$ cat config.mk
export PLATFORM = sky130hd
export DESIGN_NAME = uart_fifo_device_flat
export DESIGN_NICKNAME = d
export VERILOG_FILES = /design/src/rtl/uart_pkg.sv /design/src/rtl/uart_fifo_device_if.sv /design/src/rtl/sync_fifo.sv /design/src/rtl/uart_fifo_device.sv /design/src/flat_wrapper.sv
export SDC_FILE = /design/constraint.sdc
export NUM_CORES = 1
export LEC_CHECK = 0
export CORE_UTILIZATION = 55
export CTS_CLUSTER_DIAMETER = 120
export DETAILED_ROUTE_END_ITERATION = 12
export PLACE_DENSITY = 0.72
export SLEW_MARGIN = 30
export SYNTH_ARGS = -nofsm -noshare
export SYNTH_HDL_FRONTEND = slang
export SYNTH_HIERARCHICAL = 1
export SYNTH_SLANG_ARGS = --single-unit
$ cat constraint.sdc
create_clock -name clk -period 5.2 [get_ports clk]
set_input_delay 1.3 -clock clk [delete_from_list [all_inputs] [get_ports clk]]
set_output_delay 1.3 -clock clk [all_outputs]
set_load 0.005 [all_outputs]
$ cat src/rtl/uart_pkg.sv
// Shared constants for the buffered UART peripheral: register map,
// STATUS bit positions and FSM state encodings.
package uart_pkg;

   localparam logic [1:0] REG_STATUS = 2'd0;
   localparam logic [1:0] REG_TX     = 2'd1;
   localparam logic [1:0] REG_RX     = 2'd2;
   localparam logic [1:0] REG_DIV    = 2'd3;

   localparam int unsigned ST_TX_BUSY   = 0;
   localparam int unsigned ST_TX_FULL   = 1;
   localparam int unsigned ST_RX_AVAIL  = 2;
   localparam int unsigned ST_OVERRUN   = 3;
   localparam int unsigned ST_FRAME_ERR = 4;

   localparam logic [1:0] TX_IDLE  = 2'd0;
   localparam logic [1:0] TX_START = 2'd1;
   localparam logic [1:0] TX_DATA  = 2'd2;
   localparam logic [1:0] TX_STOP  = 2'd3;

   localparam logic [1:0] RX_IDLE  = 2'd0;
   localparam logic [1:0] RX_START = 2'd1;
   localparam logic [1:0] RX_DATA  = 2'd2;
   localparam logic [1:0] RX_STOP  = 2'd3;

endpackage

$ cat src/rtl/uart_fifo_device_if.sv
// Z80 I/O bus as seen by the UART peripheral; the decoder/CPU side is master.
interface uart_fifo_device_if;
   logic       enable;
   logic [7:0] address;
   logic       write;
   logic [7:0] dbus_in;
   logic [7:0] dbus_out;

   modport master (output enable, address, write, dbus_in, input dbus_out);
   modport slave  (input enable, address, write, dbus_in, output dbus_out);
endinterface

$ cat src/rtl/sync_fifo.sv
// Single-clock FIFO with combinational head; push and pop in the same cycle
// are legal, including on a full FIFO.
module sync_fifo
   import uart_pkg::*;
#(
   parameter int unsigned WIDTH = 8,
   parameter int unsigned DEPTH = 16
) (
   input  logic             clk,
   input  logic             rst,
   input  logic             push,
   input  logic             pop,
   input  logic [WIDTH-1:0] data,
   output logic             full,
   output logic             empty,
   output logic [WIDTH-1:0] head
);
   localparam int unsigned AW = $clog2(DEPTH);

   logic [WIDTH-1:0] mem [DEPTH];
   logic [AW:0]      wptr, rptr;
   logic             do_push, do_pop;

   assign empty   = (wptr == rptr);
   assign full    = (wptr[AW] != rptr[AW]) && (wptr[AW-1:0] == rptr[AW-1:0]);
   assign do_pop  = pop && !empty;
   assign do_push = push && (!full || do_pop);
   assign head    = mem[rptr[AW-1:0]];

   always_ff @(posedge clk)
      if (do_push) mem[wptr[AW-1:0]] <= data;

   always_ff @(posedge clk or posedge rst) begin
      if (rst) begin
         wptr <= '0;
         rptr <= '0;
      end else begin
         if (do_push) wptr <= wptr + 1'b1;
         if (do_pop)  rptr <= rptr + 1'b1;
      end
   end
endmodule

$ cat src/rtl/uart_fifo_device.sv
// Buffered UART on the Z80 I/O bus: TX/RX FIFOs, 16x oversampling, runtime
// divisor, sticky error flags and an RX-available interrupt.
module uart_fifo_device
   import uart_pkg::*;
#(
   parameter logic [7:0]  BASE_ADDR = 8'h10,
   parameter int unsigned DATA_BITS = 8,
   parameter int unsigned STOP_BITS = 1,
   parameter int unsigned TX_DEPTH  = 16,
   parameter int unsigned RX_DEPTH  = 16,
   parameter logic [7:0]  DIV_RESET = 8'd13
) (
   input  logic                clk,
   input  logic                rst,
   uart_fifo_device_if.slave   bus,
   input  logic                rx,
   output logic                tx,
   output logic                irq
);
   logic [7:0] offset, div, tick_cnt, txd_last, rd_data;
   logic [3:0] hit, wr_hit, rd_hit, wr_hit_q, rd_hit_q, wr_first;
   logic       tick, overrun, frame_err, overrun_set, frame_err_set;

   logic                 txf_full, txf_empty, tx_pop, tx_frame_end, tx_busy;
   logic [DATA_BITS-1:0] txf_head, tx_sh;
   logic [1:0]           tx_state;
   logic [3:0]           tx_tcnt;
   logic [2:0]           tx_bcnt;

   logic                 rxf_full, rxf_empty, rx_push, rx_pop;
   logic [DATA_BITS-1:0] rxf_head, rx_sh;
   logic [1:0]           rx_state;
   logic [3:0]           rx_tcnt;
   logic [2:0]           rx_bcnt;
   logic                 rx_s1, rx_s2, rx_s3;

   // Per-register access strobes; the registered copies turn a multi-cycle
   // access into one write effect (leading edge) or one pop (trailing edge).
   assign offset = bus.address - BASE_ADDR;
   always_comb begin
      hit = '0;
      if (bus.enable && offset < 8'd4) hit[offset[1:0]] = 1'b1;
   end
   assign wr_hit   = bus.write ? hit : '0;
   assign rd_hit   = bus.write ? '0 : hit;
   assign wr_first = wr_hit & ~wr_hit_q;
   assign rx_pop   = rd_hit_q[REG_RX] && !rd_hit[REG_RX];

   assign tick    = (tick_cnt == '0);
   assign tx_busy = (tx_state != TX_IDLE) || !txf_empty;

   always_comb begin
      rd_data = '0;
      if (rd_hit[REG_STATUS]) begin
         rd_data[ST_TX_BUSY]   = tx_busy;
         rd_data[ST_TX_FULL]   = txf_full;
         rd_data[ST_RX_AVAIL]  = !rxf_empty;
         rd_data[ST_OVERRUN]   = overrun;
         rd_data[ST_FRAME_ERR] = frame_err;
      end
      if (rd_hit[REG_TX])                rd_data = txd_last;
      if (rd_hit[REG_RX] && !rxf_empty)  rd_data = 8'(rxf_head);
      if (rd_hit[REG_DIV])               rd_data = div;
   end
   assign bus.dbus_out = rd_data;

   always_ff @(posedge clk or posedge rst) begin
      if (rst) begin
         tick_cnt  <= DIV_RESET;
         div       <= DIV_RESET;
         txd_last  <= '0;
         overrun   <= 1'b0;
         frame_err <= 1'b0;
         irq       <= 1'b0;
         wr_hit_q  <= '0;
         rd_hit_q  <= '0;
      end else begin
         tick_cnt <= tick ? div : tick_cnt - 1'b1;
         wr_hit_q <= wr_hit;
         rd_hit_q <= rd_hit;
         irq      <= !rxf_empty;
         if (wr_first[REG_DIV]) div      <= bus.dbus_in;
         if (wr_first[REG_TX])  txd_last <= bus.dbus_in;
         if (overrun_set)
            overrun <= 1'b1;
         else if (wr_first[REG_STATUS] && bus.dbus_in[ST_OVERRUN])
            overrun <= 1'b0;
         if (frame_err_set)
            frame_err <= 1'b1;
         else if (wr_first[REG_STATUS] && bus.dbus_in[ST_FRAME_ERR])
            frame_err <= 1'b0;
      end
   end

   sync_fifo #(.WIDTH(DATA_BITS), .DEPTH(TX_DEPTH)) u_tx_fifo (
      .clk(clk), .rst(rst), .push(wr_first[REG_TX]), .pop(tx_pop),
      .data(bus.dbus_in[DATA_BITS-1:0]), .full(txf_full), .empty(txf_empty), .head(txf_head)
   );

   // The FIFO is popped either from IDLE or straight out of the last stop
   // tick, which is what makes back-to-back frames gapless.
   assign tx_frame_end = tick && (tx_state == TX_STOP) && (tx_tcnt == 4'd15)
                         && (tx_bcnt == 3'(STOP_BITS - 1));
   assign tx_pop = !txf_empty && ((tick && tx_state == TX_IDLE) || tx_frame_end);

   always_ff @(posedge clk or posedge rst) begin
      if (rst) begin
         tx_state <= TX_IDLE;
         tx_tcnt  <= '0;
         tx_bcnt  <= '0;
         tx_sh    <= '0;
         tx       <= 1'b1;
      end else if (tick) begin
         tx_tcnt <= tx_tcnt + 1'b1;
         case (tx_state)
            TX_IDLE: begin
               tx_tcnt <= '0;
               if (tx_pop) begin
                  tx_sh    <= txf_head;
                  tx_state <= TX_START;
                  tx       <= 1'b0;
               end
            end
            TX_START: if (tx_tcnt == 4'd15) begin
               tx_state <= TX_DATA;
               tx_bcnt  <= '0;
               tx       <= tx_sh[0];
            end
            TX_DATA: if (tx_tcnt == 4'd15) begin
               tx_sh <= tx_sh >> 1;
               if (tx_bcnt == 3'(DATA_BITS - 1)) begin
                  tx_state <= TX_STOP;
                  tx_bcnt  <= '0;
                  tx       <= 1'b1;
               end else begin
                  tx_bcnt <= tx_bcnt + 1'b1;
                  tx      <= tx_sh[1];
               end
            end
            TX_STOP: if (tx_tcnt == 4'd15) begin
               if (tx_frame_end) begin
                  tx_bcnt <= '0;
                  if (tx_pop) begin
                     tx_sh    <= txf_head;
                     tx_state <= TX_START;
                     tx       <= 1'b0;
                  end else begin
                     tx_state <= TX_IDLE;
                  end
               end else begin
                  tx_bcnt <= tx_bcnt + 1'b1;
               end
            end
            default: tx_state <= TX_IDLE;
         endcase
      end
   end

   assign rx_push       = tick && (rx_state == RX_STOP) && (rx_tcnt == 4'd15);
   assign frame_err_set = rx_push && !rx_s2;
   assign overrun_set   = rx_push && rxf_full && !rx_pop;

   sync_fifo #(.WIDTH(DATA_BITS), .DEPTH(RX_DEPTH)) u_rx_fifo (
      .clk(clk), .rst(rst), .push(rx_push), .pop(rx_pop),
      .data(rx_sh), .full(rxf_full), .empty(rxf_empty), .head(rxf_head)
   );

   // IDLE arms only on a synchronised 1->0 edge, so a frame ending in a
   // held-low line is not re-triggered until the line has returned high.
   always_ff @(posedge clk or posedge rst) begin
      if (rst) begin
         rx_s1    <= 1'b1;
         rx_s2    <= 1'b1;
         rx_s3    <= 1'b1;
         rx_state <= RX_IDLE;
         rx_tcnt  <= '0;
         rx_bcnt  <= '0;
         rx_sh    <= '0;
      end else begin
         rx_s1 <= rx;
         rx_s2 <= rx_s1;
         rx_s3 <= rx_s2;
         case (rx_state)
            RX_IDLE: if (rx_s3 && !rx_s2) begin
               rx_state <= RX_START;
               rx_tcnt  <= '0;
            end
            RX_START: if (tick) begin
               if (rx_tcnt == 4'd7) begin
                  rx_tcnt  <= '0;
                  rx_bcnt  <= '0;
                  rx_state <= rx_s2 ? RX_IDLE : RX_DATA;
               end else begin
                  rx_tcnt <= rx_tcnt + 1'b1;
               end
            end
            RX_DATA: if (tick) begin
               rx_tcnt <= rx_tcnt + 1'b1;
               if (rx_tcnt == 4'd15) begin
                  rx_sh <= {rx_s2, rx_sh[DATA_BITS-1:1]};
                  if (rx_bcnt == 3'(DATA_BITS - 1)) rx_state <= RX_STOP;
                  else                              rx_bcnt  <= rx_bcnt + 1'b1;
               end
            end
            RX_STOP: if (tick) begin
               rx_tcnt <= rx_tcnt + 1'b1;
               if (rx_tcnt == 4'd15) rx_state <= RX_IDLE;
            end
            default: rx_state <= RX_IDLE;
         endcase
      end
   end
endmodule

$ cat src/flat_wrapper.sv
// flat-port wrapper written by rule: the top's interface ports become plain ports
module uart_fifo_device_flat import uart_pkg::*;
#(
   parameter logic [7:0]  BASE_ADDR = 8'h10,
   parameter int unsigned DATA_BITS = 8,
   parameter int unsigned STOP_BITS = 1,
   parameter int unsigned TX_DEPTH  = 16,
   parameter int unsigned RX_DEPTH  = 16,
   parameter logic [7:0]  DIV_RESET = 8'd13
)
  (clk, rst, rx, tx, irq, bus_enable, bus_address, bus_write, bus_dbus_in, bus_dbus_out);
  uart_fifo_device_if bus_i ();
  input  logic clk;
  input  logic rst;
  input  logic rx;
  output logic tx;
  output logic irq;
  input wire logic [$bits(bus_i.enable)-1:0] bus_enable;
  input wire logic [$bits(bus_i.address)-1:0] bus_address;
  input wire logic [$bits(bus_i.write)-1:0] bus_write;
  input wire logic [$bits(bus_i.dbus_in)-1:0] bus_dbus_in;
  output wire logic [$bits(bus_i.dbus_out)-1:0] bus_dbus_out;
  assign bus_i.enable = bus_enable;
  assign bus_i.address = bus_address;
  assign bus_i.write = bus_write;
  assign bus_i.dbus_in = bus_dbus_in;
  assign bus_dbus_out = bus_i.dbus_out;
  uart_fifo_device #(.BASE_ADDR(BASE_ADDR), .DATA_BITS(DATA_BITS), .STOP_BITS(STOP_BITS), .TX_DEPTH(TX_DEPTH), .RX_DEPTH(RX_DEPTH), .DIV_RESET(DIV_RESET)) u_core (.clk(clk), .rst(rst), .bus(bus_i), .rx(rx), .tx(tx), .irq(irq));
endmodule
==> run metrics <==
Comb power frac=under 10%; drt first pass iters=6; post-cts resize count=0; die width=approximately 170 um; sw frac=between 20% and 30%; critical path class=in2out; Synth area leaders=edfxtp_1, dfrtp_1, mux4_2; Clk network pwr share=between 40% and 50%; vias per cell=6.105; Syn-to-layout area delta=11.46%; Pint=~4.5 mW; P_sw=1.254 mW; CP required=about 3.9 ns; Yosys warnings=6; worst slack at placement=between 0.3 and 0.4 ns; synthesized area per cell=about 17 sq um; power density cells=approximately 350 nW/um^2; PortBufs=30; Worst-Skew Late Latency=0.53 ns; number of synthesized register bits=345; crit-path max FO=10; final period utilization=a little over nine tenths; Seq/Total Area, Yosys=66.34%; CTS root buf=clkbuf_16; cells after synthesis=between 800 and 900; design area=between 15000 and 20000 sq um; maxcap violations=0; # diodes=0; Initial Util=55.83%; Fin. Hold Viols=0; number of synthesized flops with an enable pin=about 260; leakage=~6.3 nW; Levels on crit path=6; GRT Util Overall=approximately 22%; gpl congestion=around 0.83; Row Count=60; leading area contributor after synthesis=edfxtp_1; CTS max path bufs=3; Min Clock Period, post-route=between 4 and 5 ns; area post-placement=between 15000 and 20000 sq um; via count=approximately 7900; Flop pwr share=53.4%; CTS tree=yes; clock skew=~0.028 ns; Main synth FF type=edfxtp_1; largest net degree at the start of global routing=36; nets=974; critical path endpoint category=primary output; Slew Limit Fails=0; DRC violation count after routing=0; Routed WL=about 30 mm; CTS Buf Count=36; vias in the first global route=8035; count leader, synth=edfxtp_1; Worst-path clk slew=approximately 0.060 ns; DP HPWL=18.95 mm; Post-DRT Antenna Nets=0; worst setup margin=between 0.3 and 0.4 ns; Critical Path AT=about 3.6 ns; CTS Hold Bufs=0; initial DRC count=slightly above 600; antenna violations before repair=0; setup_tns=0 ns; Setup Fix Bufs, Post-CTS=0; status=completed; Largest delay share family, worst path=simple AND/OR/NAND/NOR gates; Min-Delay Path Class=reg2reg; Slew HR=about two fifths; ratio of cells with drive above 1 in the final layout=a little over a fifth; Synth Cell Area=about 15000 sq um; Ports=31; Worst Path Buf+Inv=2; Reg2Reg Depth=8; Syn Nets=around 930; Synth top cells by count=edfxtp_1, dfrtp_1, mux4_2, nand2_1, inv_1; GRT Residual Overflow=0; Worst Hold Path Cells=0; # setup viols final=0; top-area cell type share of the netlist area=between 50% and 60%; core region area=roughly 27000 sq um; worst-path cell chain=clkdlybuf4s50_1 > nor4b_1 > nand3b_1 > nor4_1 > o2bb2ai_1 > clkdlybuf4s50_1; VDD IR max=roughly 0.00032 V; CP most frequent cell=clkdlybuf4s50_1; Worst path slowest cell=clkdlybuf4s50_1; CP max stage delay=around 0.53 ns; first-pass GRT wire length=46.20 mm; H-tree depth=2; upper clock frequency limit=204.9 MHz; Pwr Total=~5.8 mW; worst slew pin tran=about 0.9 ns; CTS sink count=about 350; # fillers=1892; die extent in y=166.9 um; average routed wire per standard cell=between 20 and 25 um; asr flop ratio synth=about a quarter; die area=27870 sq um; RSZ-0062 raised after global routing=false; synth unique cells=74; CP startpoint kind=primary input
cell families after synthesis:
| kind of cell | synth area share [%] |
|---|---|
| mux | 12.28 |
| fa+ha+maj | 1.923 |
| compound gates | 6.522 |
| flops | 66.34 |
| buf+inv | 2.676 |
| simple gates | 7.400 |
| xor+xnor | 2.860 |
layout by cell type, fill, tap and decap left out, types with 13 or more instances in the layout:
master | Yosys | layout
and3_1 | 27 | 27
xnor2_1 | 17 | 17
nand2_1 | 42 | 42
clkbuf_16 | 0 | 36
o21ai_0 | 24 | 24
buf_4 | 4 | 13
nor2b_1 | 16 | 16
mux2_2 | 28 | 28
edfxtp_1 | 256 | 256
nor2_1 | 26 | 26
mux4_2 | 64 | 64
ha_1 | 23 | 23
clkdlybuf4s50_1 | 0 | 30
dfrtp_1 | 79 | 77
a22oi_1 | 35 | 35
inv_1 | 38 | 37
path summary, 6_finish.rpt:
path                                         start                    endpoint  slack (ns)
worst max-delay path                bus_address[7]             bus_dbus_out[1]        0.32
worst min-delay path                  u_core/rx_s1                u_core/rx_s2        0.36
worst min register to register        u_core/rx_s1                u_core/rx_s2        0.36
min in group asynchronous                      rst    u_core/u_rx_fifo/wptr[4]        1.22
worst max register to register  u_core/tick_cnt[1]  u_core/u_tx_fifo/mem[7][6]        1.60
max in group asynchronous                      rst          u_core/tick_cnt[3]        3.16
worst reg2reg max path, delay by kind of cell, from the launching register on:
kind | cells | cell delay, ns
AO/OA/AOI/OAI | 1 | 0.16
AND/OR/NAND/NOR | 4 | 2.24
flip-flops | 1 | 0.37
buffers and inverters | 2 | 0.28
adder cells (fa/ha/maj) | 1 | 0.18
power by group through the flow:
stage	Sequential [mW]	Clock (mW)	Combinational, mW
5_1_grt	3.11	2.55	0.339
2_1_floorplan	3.12	0	0.232
6_report	3.10	2.40	0.300
4_1_cts	3.09	2.44	0.304
3_3_place_gp	3.15	0	0.294
3_5_place_dp	3.15	0	0.304
cell type report:
type                    count  area [sq um]  area share, %
flip-flops and latches    345          9930          59.54
clock inverters            17         146.4         0.8778
well taps                 341         426.7          2.558
multi-input cells         464          4642          27.83
repair buffers             45         437.9          2.626
inverters                  38         142.6         0.8553
clock buffers              47         952.2          5.709
registers in the layout (all words and copies together) (netlist names), 2 cells and up, named ones only:
signal,count
u_core/tx_tcnt,4
u_core/div,8
u_core/u_rx_fifo/wptr,5
u_core/rx_tcnt,4
u_core/rx_sh,8
u_core/tick_cnt,8
u_core/wr_hit_q,3
u_core/u_tx_fifo/rptr,5
u_core/rx_bcnt,3
u_core/tx_state,2
u_core/u_rx_fifo/rptr,5
u_core/tx_sh,8
u_core/txd_last,8
u_core/tx_bcnt,3
u_core/u_tx_fifo/wptr,5
u_core/u_rx_fifo/mem,128
u_core/u_tx_fifo/mem,128
layer usage:
| metal | up-vias | routed length [um] | GRT usage, % |
|---|---|---|---|
| met4 | 0 | 930 | 8.374 |
| met5 | - | 0 | 0 |
| met1 | 4078 | 12580 | 29.79 |
| li1 | 3570 | - | - |
| met3 | 63 | 1380 | 3.232 |
| met2 | 207 | 14590 | 35.98 |
through the flow:
stage / util (%) / instances / hold slack (ns)
floorplan: - / 889 / 0.3452
global placement: 58.10 / 1233 / 0.3521
detailed placement: 58.13 / 1233 / 0.3529
CTS: 62.23 / 1297 / 0.3616
global route: 62.23 / 1297 / 0.3646
finish: 62.23 / 1297 / 0.3594
Power figures use the tool's default switching activity.
